`src/rtl/ram_march_bist_if.sv`:
```
// Port bundle between the March C- BIST initiator, the RAM it tests and system control.
interface ram_march_bist_if #(
  parameter int unsigned ADDR_W = 10,
  parameter int unsigned DATA_W = 8
);
  logic              start;
  logic [ADDR_W-1:0] ram_addr;
  logic [DATA_W-1:0] ram_din;
  logic              ram_wr;
  logic [DATA_W-1:0] ram_dout;
  logic              busy;
  logic              done;
  logic              pass;
  logic [2:0]        fail_elem;
  logic [ADDR_W-1:0] fail_addr;
  logic [DATA_W-1:0] fail_data;

  modport master (
    input  start, ram_dout,
    output ram_addr, ram_din, ram_wr, busy, done, pass, fail_elem, fail_addr, fail_data
  );

  modport slave (
    output start, ram_dout,
    input  ram_addr, ram_din, ram_wr, busy, done, pass, fail_elem, fail_addr, fail_data
  );
endinterface

```
`src/rtl/ram_march_bist.sv`:
```
// March C- built-in self-test initiator for a single-port synchronous RAM with registered read.
module ram_march_bist #(
  parameter int unsigned       ADDR_W = 10,
  parameter int unsigned       DATA_W = 8,
  parameter logic [DATA_W-1:0] BG     = '0
) (
  input logic              clk,
  input logic              rst_n,
  ram_march_bist_if.master bus
);
  typedef enum logic [2:0] {IDLE, W0, E1, E2, E3, E4, E5, DONE} state_t;

  localparam logic [ADDR_W-1:0] LAST = '1;
  localparam logic [DATA_W-1:0] BG1  = ~BG;

  state_t            state_q, state_d;
  logic              phase_q, phase_d;
  logic [ADDR_W-1:0] ram_addr_q, ram_addr_d;
  logic [DATA_W-1:0] ram_din_q, ram_din_d;
  logic              ram_wr_q, ram_wr_d;
  logic              busy_q, busy_d;
  logic              done_q, done_d;
  logic              pass_q, pass_d;
  logic [2:0]        fail_elem_q, fail_elem_d;
  logic [ADDR_W-1:0] fail_addr_q, fail_addr_d;
  logic [DATA_W-1:0] fail_data_q, fail_data_d;

  logic              elem_up;
  logic [DATA_W-1:0] exp_rd;
  logic [DATA_W-1:0] wr_pat;
  logic [2:0]        elem_code;
  state_t            next_elem;
  logic              in_elem;
  logic              at_end;
  logic              mismatch;

  always_comb begin
    elem_up   = 1'b1;
    exp_rd    = BG;
    wr_pat    = BG1;
    elem_code = '0;
    next_elem = DONE;
    case (state_q)
      E1: begin exp_rd = BG;  wr_pat = BG1; elem_code = 3'd1; next_elem = E2; end
      E2: begin exp_rd = BG1; wr_pat = BG;  elem_code = 3'd2; next_elem = E3; end
      E3: begin elem_up = 1'b0; exp_rd = BG;  wr_pat = BG1; elem_code = 3'd3; next_elem = E4; end
      E4: begin elem_up = 1'b0; exp_rd = BG1; wr_pat = BG;  elem_code = 3'd4; next_elem = E5; end
      E5: begin exp_rd = BG;  wr_pat = BG;  elem_code = 3'd5; next_elem = DONE; end
      default: ;
    endcase
  end

  assign in_elem  = (state_q == E1) || (state_q == E2) || (state_q == E3) ||
                    (state_q == E4) || (state_q == E5);
  assign at_end   = elem_up ? (ram_addr_q == LAST) : (ram_addr_q == '0);
  assign mismatch = in_elem && phase_q && (bus.ram_dout != exp_rd);

  always_comb begin
    state_d     = state_q;
    phase_d     = phase_q;
    ram_addr_d  = ram_addr_q;
    ram_din_d   = ram_din_q;
    ram_wr_d    = ram_wr_q;
    busy_d      = busy_q;
    done_d      = done_q;
    pass_d      = pass_q;
    fail_elem_d = fail_elem_q;
    fail_addr_d = fail_addr_q;
    fail_data_d = fail_data_q;
    case (state_q)
      IDLE, DONE: begin
        if (bus.start) begin
          state_d     = W0;
          phase_d     = 1'b0;
          ram_addr_d  = '0;
          ram_din_d   = BG;
          ram_wr_d    = 1'b1;
          busy_d      = 1'b1;
          done_d      = 1'b0;
          pass_d      = 1'b0;
          fail_elem_d = '0;
          fail_addr_d = '0;
          fail_data_d = '0;
        end
      end
      W0: begin
        if (ram_addr_q == LAST) begin
          state_d    = E1;
          phase_d    = 1'b0;
          ram_addr_d = '0;
          ram_din_d  = '0;
          ram_wr_d   = 1'b0;
        end else begin
          ram_addr_d = ram_addr_q + ADDR_W'(1);
        end
      end
      default: begin
        if (!phase_q) begin
          phase_d   = 1'b1;
          ram_wr_d  = (state_q != E5);
          ram_din_d = wr_pat;
        end else if (mismatch || (at_end && next_elem == DONE)) begin
          state_d    = DONE;
          phase_d    = 1'b0;
          ram_addr_d = '0;
          ram_din_d  = '0;
          ram_wr_d   = 1'b0;
          busy_d     = 1'b0;
          done_d     = 1'b1;
          pass_d     = !mismatch;
          if (mismatch) begin
            fail_elem_d = elem_code;
            fail_addr_d = ram_addr_q;
            fail_data_d = bus.ram_dout;
          end
        end else begin
          phase_d   = 1'b0;
          ram_wr_d  = 1'b0;
          ram_din_d = '0;
          if (at_end) begin
            state_d    = next_elem;
            ram_addr_d = (next_elem == E3 || next_elem == E4) ? LAST : '0;
          end else begin
            ram_addr_d = elem_up ? ram_addr_q + ADDR_W'(1) : ram_addr_q - ADDR_W'(1);
          end
        end
      end
    endcase
  end

  always_ff @(posedge clk or negedge rst_n) begin
    if (!rst_n) begin
      state_q     <= IDLE;
      phase_q     <= 1'b0;
      ram_addr_q  <= '0;
      ram_din_q   <= '0;
      ram_wr_q    <= 1'b0;
      busy_q      <= 1'b0;
      done_q      <= 1'b0;
      pass_q      <= 1'b0;
      fail_elem_q <= '0;
      fail_addr_q <= '0;
      fail_data_q <= '0;
    end else begin
      state_q     <= state_d;
      phase_q     <= phase_d;
      ram_addr_q  <= ram_addr_d;
      ram_din_q   <= ram_din_d;
      ram_wr_q    <= ram_wr_d;
      busy_q      <= busy_d;
      done_q      <= done_d;
      pass_q      <= pass_d;
      fail_elem_q <= fail_elem_d;
      fail_addr_q <= fail_addr_d;
      fail_data_q <= fail_data_d;
    end
  end

  // Read data only arrives in the CHK cycle itself, so the write it carries is gated off on a mismatch.
  assign bus.ram_wr    = ram_wr_q & ~mismatch;
  assign bus.ram_addr  = ram_addr_q;
  assign bus.ram_din   = ram_din_q;
  assign bus.busy      = busy_q;
  assign bus.done      = done_q;
  assign bus.pass      = pass_q;
  assign bus.fail_elem = fail_elem_q;
  assign bus.fail_addr = fail_addr_q;
  assign bus.fail_data = fail_data_q;
endmodule

```
`src/flat_wrapper.sv`:
```
// flat-port wrapper written by rule: the top's interface ports become plain ports
module ram_march_bist_flat 
#(
  parameter int unsigned       ADDR_W = 10,
  parameter int unsigned       DATA_W = 8,
  parameter logic [DATA_W-1:0] BG     = '0
)
  (clk, rst_n, bus_start, bus_ram_dout, bus_ram_addr, bus_ram_din, bus_ram_wr, bus_busy, bus_done, bus_pass, bus_fail_elem, bus_fail_addr, bus_fail_data);
  ram_march_bist_if #(.ADDR_W(ADDR_W), .DATA_W(DATA_W)) bus_i ();
  input logic clk;
  input logic rst_n;
  input wire logic [$bits(bus_i.start)-1:0] bus_start;
  input wire logic [$bits(bus_i.ram_dout)-1:0] bus_ram_dout;
  output wire logic [$bits(bus_i.ram_addr)-1:0] bus_ram_addr;
  output wire logic [$bits(bus_i.ram_din)-1:0] bus_ram_din;
  output wire logic [$bits(bus_i.ram_wr)-1:0] bus_ram_wr;
  output wire logic [$bits(bus_i.busy)-1:0] bus_busy;
  output wire logic [$bits(bus_i.done)-1:0] bus_done;
  output wire logic [$bits(bus_i.pass)-1:0] bus_pass;
  output wire logic [$bits(bus_i.fail_elem)-1:0] bus_fail_elem;
  output wire logic [$bits(bus_i.fail_addr)-1:0] bus_fail_addr;
  output wire logic [$bits(bus_i.fail_data)-1:0] bus_fail_data;
  assign bus_i.start = bus_start;
  assign bus_i.ram_dout = bus_ram_dout;
  assign bus_ram_addr = bus_i.ram_addr;
  assign bus_ram_din = bus_i.ram_din;
  assign bus_ram_wr = bus_i.ram_wr;
  assign bus_busy = bus_i.busy;
  assign bus_done = bus_i.done;
  assign bus_pass = bus_i.pass;
  assign bus_fail_elem = bus_i.fail_elem;
  assign bus_fail_addr = bus_i.fail_addr;
  assign bus_fail_data = bus_i.fail_data;
  ram_march_bist #(.ADDR_W(ADDR_W), .DATA_W(DATA_W), .BG(BG)) u_core (.clk(clk), .rst_n(rst_n), .bus(bus_i));
endmodule
```
`config.mk`:
```
export PLATFORM = sky130hd
export DESIGN_NAME = ram_march_bist_flat
export DESIGN_NICKNAME = d
export VERILOG_FILES = /design/src/rtl/ram_march_bist_if.sv /design/src/rtl/ram_march_bist.sv /design/src/flat_wrapper.sv
export SDC_FILE = /design/constraint.sdc
export NUM_CORES = 1
export LEC_CHECK = 0
export ABC_AREA = 1
export BUFFER_PORTS_ARGS = -buffer_cell sky130_fd_sc_hd__clkbuf_2
export CAP_MARGIN = 20
export CORE_MARGIN = 1
export CORE_UTILIZATION = 40
export DETAILED_ROUTE_END_ITERATION = 6
export PLACE_DENSITY = 0.67
export REMOVE_ABC_BUFFERS = 1
export SLEW_MARGIN = 20
export SYNTH_ARGS = -nofsm -noshare
export SYNTH_HDL_FRONTEND = slang
export SYNTH_SLANG_ARGS = --single-unit
```
`constraint.sdc`:
```
create_clock -name clk -period 2.4 [get_ports clk]
set_input_delay 0.36 -clock clk [delete_from_list [all_inputs] [get_ports clk]]
set_output_delay 0.36 -clock clk [all_outputs]
set_load 0.01 [all_outputs]
```
# [After elaboration in Yosys (flattened, before gate mapping)]
# Cells that the tools add are included.
[totals] elab_cells=109 register_bits=47 output_inout_bits=43 inputBits=11
[op_classes] n_reduce_logical=26 n_bitwise=3 add_sub_neg=2 muxes=52 n_eq_ne=15
[op_table] op="two-way mux 10 bit" n=10
[op_table] op="two-way mux 8 bit" n=8
[op_table] op="case mux 10 bit (2 select lines)" n=2
[op_table] op="case mux 8 bit (2 select lines)" n=2
[op_table] op="two-way mux 3 bit" n=9
[op_table] op="== test 3 bit (second input constant)" n=7
[op_table] op="case mux 3 bit (5 select lines)" n=1
[op_table] op="two-way mux 1 bit" n=12
[op_table] op="case mux 3 bit (2 select lines)" n=2
[op_table] op="case mux 3 bit (4 select lines)" n=1
[op_table] op="adder 10 x 1 -> 10 bit (second input constant)" n=1
[op_table] op="== test 10 bit (second input constant)" n=1
[op_table] op="logical NOT 10 bit" n=1
[op_table] op="case mux 1 bit (2 select lines)" n=5
[op_table] op="subtractor 10 x 1 -> 10 bit (second input constant)" n=1
[op_table] op="!= test 8 bit" n=1
[op_table] op="AND reduction 4 bit" n=2
[op_table] op="== test 3 x 2 -> 1 bit (second input constant)" n=2
[op_table] op="logical OR 1 bit" n=6
[op_table] op="nonzero test 2 bit" n=3
[op_table] op="OR reduction 2 bit" n=3
[op_table] op="AND reduction 5 bit" n=1
[op_table] op="AND reduction 2 bit" n=2
[op_table] op="nonzero test 4 bit" n=1
[op_table] op="other kinds (11)" n=14

# [Depth between registers and ports, before layout]
# Gate-level depths: netlist of run 1.
[logic_depth] ltp_word=11 mapped_depth=14 mapped_depth_nobuf=13

# [Least setup slack after synthesis of run 1]
# OpenSTA, ideal clock, no wires.
[synth_path] path_type="register to register" from="register u_core.state_q[1]" to="register u_core.ram_addr_q[0] (netlist: u_core.bus.ram_addr[0])" synth_period_minus_slack_ps=1712 stages_incl_launch_ff=13 setup_time_ps=116 path_buffers=2 required_time_ps=2284 t_arrival_ps=1596 slack_ps=688 cell_sequence="dfrtp_1 > buf_6 > inv_2 > ha_1 > inv_1 > clkbuf_1 > nand3_1 > nand3b_1 > nand2_2 > nand2_1 > nand2_1 > nand2_1 > nand2_1"
[synth_between] elab_chain_len=11 elab_cells_between_ends=36 classes_between="eq/ne: 12; mux: 9; reduce/logical: 15"
[synth_rtl] element="start: declaration" line="ram_march_bist.sv:16" text="state_t state_q, state_d;"
[synth_rtl] element="start signal: assignment" line="ram_march_bist.sv:145" text="state_q <= state_d;"
[synth_rtl] element="branches (longest 11 deep; another with two-way mux 10 bit)"
[synth_rtl] element="end signal: assignment" line="ram_march_bist.sv:147" text="ram_addr_q <= ram_addr_d;"
[synth_rtl] element="end: declaration" line="ram_march_bist.sv:18" text="logic [ADDR_W-1:0] ram_addr_q, ram_addr_d;"
# Several ways; the timed one is not identified. The select of a mux whose other input is x is not followed.
# A chain may end at the register's enable or synchronous reset.

# [Worst setup path after layout of run 1]
[layout_path] from="register u_core.state_q[1]" to="output bus_ram_wr"
[layout_between] elab_chain_len=9 elab_cells_between_ends=16 classes_between="eq/ne: 6; mux: 1; bitwise: 2; reduce/logical: 7"
[layout_rtl] element="branches (longest 6 deep; another with two-way mux 8 bit)"
[layout_rtl] element="logical AND 1 bit (*)" line="ram_march_bist.sv:56" text="assign mismatch = in_elem && phase_q && (bus.ram_dout != exp_rd);"
[layout_rtl] element="NOT 1 bit (*)" line="ram_march_bist.sv:160" text="assign bus.ram_wr = ram_wr_q & ~mismatch;"
[layout_rtl] element="AND 1 bit (*)" line="ram_march_bist.sv:160"
[layout_rtl] element="end: declaration" line="flat_wrapper.sv:16" text="output wire logic [$bits(bus_i.ram_wr)-1:0] bus_ram_wr;"
# Mark *: on every way between the ends.

==> summary.md, run 1 <==
| Metric | Value |
|---|---|
| Share of the synthesized area in the top cell type | `35.2%` |
| Worst min path class | `input pin to asynchronous set/reset pin` |
| Net Sw Power | `0.00283 W` |
| Post-Route WL | `6600 um` |
| Die width | `86.3 um` |
| Sequential group share of total power | `26.6%` |
| Htree depth | `2` |
| Starting Density | `41.6%` |
| Final period utilization | `92.5%` |
| Ys Warns | `0` |
| Clock Power Share | `9.2%` |
| Post-synth EDFFs | `0` |
| Async set or reset register ratio after synthesis | `100%` |
| Predominant post-synthesis flop cell | `dfrtp_1` |
| Cts bufs inserted | `5` |
| Switch share | `54.6%` |
| Worst VDD drop | `0.576 mV` |
| Dpl hpwl | `4870 um` |
| Share of layout cells above drive strength 1 | `26.6%` |
| Post-synthesis sequential element count | `40` |
| Remaining Overflow, GRT | `0` |
| Worst hold slack | `0.114 ns` |
| # IOs | `54` |
| First-pass GRT wire length | `11,100 um` |
| Vias in the first global route | `2,349` |
| Drt via density | `4.95` |
| Tightest Pin Transition | `0.534 ns` |
| CP startpoint kind | `flip-flop` |
| Peak Freq | `450 MHz` |
| Cell-internal power | `0.00235 W` |
| PnR Total Power | `0.00518 W` |
| Pin count of the biggest net entering global routing | `44` |
| Slew Viols, Final | `0` |
| Pwr dens | `1640 mW/mm^2` |
| Initial DRC count | `114` |
| Synth cell types | `28` |
| CP Class | `flip-flop to primary output` |
| Sum of negative setup slack | `0 ns` |
| Unrepaired setup endpoints after global routing | `false` |
| R2R depth | `10` |
| CORE AREA | `0.00683 sq mm` |
| Top post-synthesis cells by count | `nand2_1, nor2_1, dfrtp_1` |
| CTS root buf | `clkbuf_8` |
| Count leader, synth | `nand2_1` |
| Mean post-synth cell area | `6.98 sq um` |
| Total track usage | `18.7%` |
| Post-CTS resize count | `0` |
| Largest fanout on the critical path | `8` |
| Initial antenna violation count | `0` |
| CTS tree | `built` |
| Area contributors post-synth | `dfrtp_1, nand2_1, nand3_1` |
| Final Hold Fails | `0` |
| LEAKAGE | `1.67 nW` |
| Gp weighted congestion | `0.910` |
| Seq/Total Area, Yosys | `35.2%` |
| Max Root-Sink Buffers | `2` |
| Routed len/inst | `12.1 um` |
| Status | `finished, final reports clean` |
| Max cap viols | `0` |
| Buffers on Ports | `53` |
| Full die area | `0.00745 sq mm` |
| P&R area growth vs syn | `11.2%` |
| Combinational share of power | `64.2%` |
| Period minus WS final | `2.22 ns` |
| Yosys top cell by area | `dfrtp_1` |
| CTS Hold Buffers Added | `0` |
| Slew margin rel. | `64.4%` |
| Drt drc | `0` |
| WP data required | `2.04 ns` |
| Die H | `86.3 um` |
| Detailed Routing Iterations Pass 1 | `5` |
| Final Core Density | `46.2%` |
| Crit path DAT | `1.86 ns` |
| Clk_lat worst skew | `0.29 ns` |
| Post-synthesis cell count | `407` |
| Final setup vio count | `0` |
| Clock sink total | `40` |
| Clock-pin slew on the worst setup and hold paths | `0.08 ns` |
| Setup Skew | `0.00441 ns` |
| Synth Cell Area | `0.00284 sq mm` |
| Critical Path Sink Type | `primary output` |
| Core Rows | `30` |
| Nets@finish | `460` |
| Ant diodes | `0` |
| Post-CTS Setup Repair Bufs | `0` |
| Via count | `2,686` |
| Remaining antenna violation count after routing | `0` |
metal layers:
layer  vias up  part of all wire (%)  track usage [%]
met5         -                     0                0
met4         0                   1.2             5.30
met3         7                   4.4             2.76
met2        73                    47             30.4
met1      1229                    47             26.1
li1       1377                     -                -
stage by stage:
| step | setup slack [ns] | cell area (sq um) | instances |
|---|---|---|---|
| after detailed placement | 0.265 | 3070 | 535 |
| after global routing | 0.0313 | 3160 | 543 |
| after floorplan | 0.501 | 2660 | 383 |
| after global placement | 0.347 | 3070 | 535 |
| final | 0.180 | 3160 | 543 |
| after CTS | 0.190 | 3160 | 543 |
worst max-delay path, cell delays in order, from the launching register on:
cell and delay (ns):
dfrtp_1 0.48, inv_2 0.08, ha_1 0.36, a21oi_1 0.19, nand3_2 0.16, nand2_1 0.13
inv_1 0.05, clkbuf_2 0.12
final cells by class:
cell class	count	area (sq um)
multi-input combinational	307	1520
fill	729	3670
sequential	40	1000
clock buffer	7	86.3
clock inverter	1	7.51
tap	96	120
timing repair buffer	56	288
inverter	36	135
flip-flops by register name, summed over array words and instances, names as in the netlist:
register	count
u_core.bus.fail_addr	10
u_core.bus.ram_addr	10
u_core.bus.fail_data	8
u_core.bus.fail_elem	3
u_core.state_q	3
u_core.bus.busy	1
u_core.bus.done	1
u_core.bus.pass	1
u_core.bus.ram_din	1
u_core.phase_q	1
u_core.ram_wr_q	1
layout by cell type (no fill, tap or decap):
master,n
o211a_1,1
nand3_1,39
nand2_2,9
inv_1,24
nand3b_1,1
nor3_1,2
buf_4,3
clkbuf_2,53
dfrtp_1,40
nand4_1,5
o21ai_1,1
nor2_2,7
o21ai_2,19
nand2_4,3
a31oi_1,2
xor2_1,3
inv_2,12
clkinvlp_4,1
a21oi_1,21
nand2_1,127
nor2_1,43
nand3_2,6
clkbuf_1,1
xnor2_1,2
clkbuf_8,6
ha_1,3
o21ai_0,13
cell families after synthesis:
family | Yosys count | synth area share [%]
simple gates | 242 | 37.9
buf+inv | 60 | 11.2
compound gates | 57 | 12.8
flops | 40 | 35.2
xor+xnor | 5 | 1.54
fa+ha+maj | 3 | 1.32
path summary, 6_finish.rpt:
check | startpoint | end | slack, ns
max | u_core.state_q[1]$_DFFE_PN0P_ | bus_ram_wr | 0.18
max in group asynchronous | rst_n | u_core.bus.ram_addr[2]$_DFFE_PN0P_ | 1.94
max reg2reg | u_core.state_q[1]$_DFFE_PN0P_ | u_core.bus.busy$_DFFE_PN0P_ | 0.25
min | rst_n | u_core.bus.fail_data[5]$_DFFE_PN0P_ | 0.11
min in group clk | bus_ram_dout[2] | u_core.bus.fail_data[2]$_DFFE_PN0P_ | 0.33
min reg2reg | u_core.bus.fail_elem[1]$_DFFE_PN0P_ | u_core.bus.fail_elem[1]$_DFFE_PN0P_ | 0.49
power by group through the flow:
stage	Combinational [W]	Sequential, W	Clock, W
final	0.00333	0.00138	0.000475
after global routing	0.00380	0.00144	0.000514
after CTS	0.00335	0.00138	0.000485
after detailed placement	0.00333	0.00139	0
after global placement	0.00326	0.00138	0
after floorplan	0.00233	0.00144	0
(Power assumes the default switching activity.)
==> run 2, diff against run 1 <==
Settings changed: CORE_ASPECT_RATIO set to 0.6.
==> run 2 against run 1 <==
Against the previous run: core utilization up 1.7 points; sequential cell count unchanged; worst hold slack better by 0.016 ns; sequential power about the same; largest power group unchanged; wire length up 8.3%; combinational power up 3%; sequential share of layout area down 0.78 points; die area up 0.14%; power up 8.3%; largest cell class unchanged; first-iteration DRC count rose to 3.0 times the previous value.
==> summary.md, run 2 (synthesis gave the netlist of run 1 again) <==
| Metric | Value |
|---|---|
| Status | `finished, final reports clean` |
| Htree depth | `2 (unchanged)` |
| Slew margin rel. | `65.8% (+1.4 points)` |
| Period minus WS final | `2.18 ns (-0.0452 ns)` |
| Clock-pin slew on the worst setup and hold paths | `0.06 ns (-0.02 ns)` |
| CTS Hold Buffers Added | `0 (unchanged)` |
| Dpl hpwl | `5210 um (+7.1%)` |
| Drt drc | `0 (unchanged)` |
| Initial antenna violation count | `0 (unchanged)` |
| Highest metal used | `met4` |
| Sum of negative setup slack | `0 ns (unchanged)` |
| Die H | `67.3 um (-22%)` |
| Max Root-Sink Buffers | `2 (unchanged)` |
| Max cap viols | `0 (unchanged)` |
| Tightest Pin Transition | `0.513 ns (-0.0207 ns)` |
| Top Family by Delay on Critical Path | `flip-flops` |
| Full die area | `0.00746 sq mm (+0.14%)` |
| R2R depth | `9 (-1)` |
| Worst min path class | `input pin to asynchronous set/reset pin` |
| Drt via density | `5.03 (+1.6%)` |
| Final Hold Fails | `0 (unchanged)` |
| CP max stage delay | `0.47 ns (about the same)` |
| P&R area growth vs syn | `14.0%` |
| Met3 WL | `624 um (+120%)` |
| CP startpoint kind | `flip-flop` |
| Flop2flop setup slack | `0.25 ns (about the same)` |
| Slew Viols, Final | `0 (unchanged)` |
| Setup Skew | `0.00474 ns (+0.000321 ns)` |
| Crit path DAT | `1.82 ns (-0.04 ns)` |
| Area of the multi-input gates | `0.00152 sq mm (unchanged)` |
| Final setup vio count | `0 (unchanged)` |
| Buffers on Ports | `53 (unchanged)` |
| CP Class | `flip-flop to primary output` |
| Beginning of the critical path | `u_core.state_q[1]$_DFFE_PN0P_` |
| Critical Path Sink Type | `primary output` |
| CTS tree | `built` |
| Largest fanout on the critical path | `8 (unchanged)` |
| Terminus of the critical flop-to-flop path | `u_core.bus.fail_addr[8]$_DFFE_PN0P_` |
| Vias in the first global route | `2,339 (-0.43%)` |
| Share of layout cells above drive strength 1 | `27.0% (+0.39 points)` |
| Gp weighted congestion | `0.957 (+5.2%)` |
| Pin count of the biggest net entering global routing | `41 (-6.8%)` |
| Routed len/inst | `13.4 um (+9.9%)` |
| Unrepaired setup endpoints after global routing | `false` |
| CP Cell Sequence | `inv_2, ha_1, a21oi_1, nand3_2, nand2_1, inv_1, clkbuf_2` |
| First-pass GRT wire length | `12,000 um (+7.3%)` |
| Post-Route WL | `7140 um (+8.3%)` |
| Buffers & Inverters on Critical Path | `3 (unchanged)` |
| Via count | `2,690 (+0.15%)` |
| Total track usage | `20.2% (+1.4 points)` |
| Remaining Overflow, GRT | `0 (unchanged)` |
| Die width | `111 um (+28%)` |
| Final period utilization | `90.6% (-1.9 points)` |
| Clk_lat worst skew | `0.28 ns (about the same)` |
| Pwr dens | `1730 mW/mm^2 (+5.6%)` |
| Worst VDD drop | `0.762 mV (+32%)` |
| CORE AREA | `0.00676 sq mm (-1.0%)` |
| Nets@finish | `461 (+0.22%)` |
| Post-CTS Setup Repair Bufs | `0 (unchanged)` |
| Filler Cells Inserted | `681 (-6.6%)` |
| Initial DRC count | `346 (+200%)` |
| Core Rows | `23 (-23%)` |
| Post-CTS resize count | `0 (unchanged)` |
| Wl on met1 | `3720 um (+19%)` |
| Worst Setup Slack, final | `0.225 ns (+0.0452 ns)` |
| Met2 WL post-DR | `2770 um (-11%)` |
| Setup slack after placement | `0.291 ns (+0.0260 ns)` |
| Critical-path top delay cell | `dfrtp_1` |
| # IOs | `54 (unchanged)` |
| Most frequent cells in the layout | `nand2_1, clkbuf_2, nor2_1, dfrtp_1, nand3_1` |
| Detailed Routing Iterations Pass 1 | `6 (+1)` |
| Reg2reg start | `u_core.state_q[1]$_DFFE_PN0P_` |
| WP data required | `2.04 ns (about the same)` |
| Peak Freq | `460 MHz (+2.1%)` |
| Clock sink total | `40 (unchanged)` |
| Leading cell type in the layout, fill and taps excluded | `nand2_1` |
| CTS root buf | `clkbuf_16` |
| Cts bufs inserted | `5 (unchanged)` |
| Reg area | `0.00100 sq mm (unchanged)` |
| LEAKAGE | `1.71 nW (+2.8%)` |
| Remaining antenna violation count after routing | `0 (unchanged)` |
| Starting Density | `42.0% (+0.42 points)` |
| Ant diodes | `0 (unchanged)` |
-- run 2: changes by cell type in the layout (fill, tap and decap cells not counted), sizes merged --
cell / delta
buf: +1
clkinv: +1
clkinvlp: -1
bufinv: +1
clkbuf: -1
-- run 2: area by class of cell --
cell class / instances / share of cell area (%)
clock buffers: 6 / 4.29
clock inverters: 2 / 1.20
inverters: 36 / 4.17
multi-input cells: 307 / 47.0
flip-flops and latches: 40 / 30.9
well taps: 87 / 3.36
repair buffers: 57 / 9.12
-- run 2: where the power goes --
group / internal [W] / switching, W
Combinational: 0.00115 / 0.00227
Sequential: 0.000986 / 0.000406
Clock: 0.000521 / 0.000274
Total: 0.00266 / 0.00295
-- run 2: worst max path at each step --
stage,end,slack (ns),cells past startpoint
global route,u_core.bus.fail_data[7]$_DFFE_PN0P_,0.07,12
detailed placement,u_core.bus.fail_data[4]$_DFFE_PN0P_,0.29,9
floorplan,u_core.bus.busy$_DFFE_PN0P_,0.50,10
global placement,u_core.bus.fail_data[3]$_DFFE_PN0P_,0.37,9
finish,bus_ram_wr,0.22,7
CTS,bus_ram_wr,0.23,7
-- run 2: per-stage QoR --
| step | hold slack, ns | total power (W) | cell area [sq um] | utilization (%) | instances |
|---|---|---|---|---|---|
| after floorplan | 0.0644 | 0.00377 | 2660 | - | 383 |
| after global placement | 0.453 | 0.00471 | 3060 | 45.3 | 527 |
| after detailed placement | 0.462 | 0.00478 | 3060 | 45.3 | 527 |
| after CTS | 0.162 | 0.00561 | 3240 | 47.9 | 535 |
| after global routing | 0.179 | 0.00616 | 3240 | 47.9 | 535 |
| final | 0.129 | 0.00561 | 3240 | 47.9 | 535 |
-- run 2: routing by layer --
metal,global-route usage [%],vias to the layer above
li1,-,1375
met1,31.0,1215
met3,4.04,4
met4,3.50,0
met5,0,-
met2,29.0,96
-- run 2: worst register-to-register path: cells and delay by family, from the launching register on --
kind                     cells  cell delay, ns
AND/OR/NAND/NOR              4            0.55
adder cells (fa/ha/maj)      1            0.37
buffers and inverters        2            0.38
flip-flops                   1            0.47
AO/OA/AOI/OAI                2            0.25
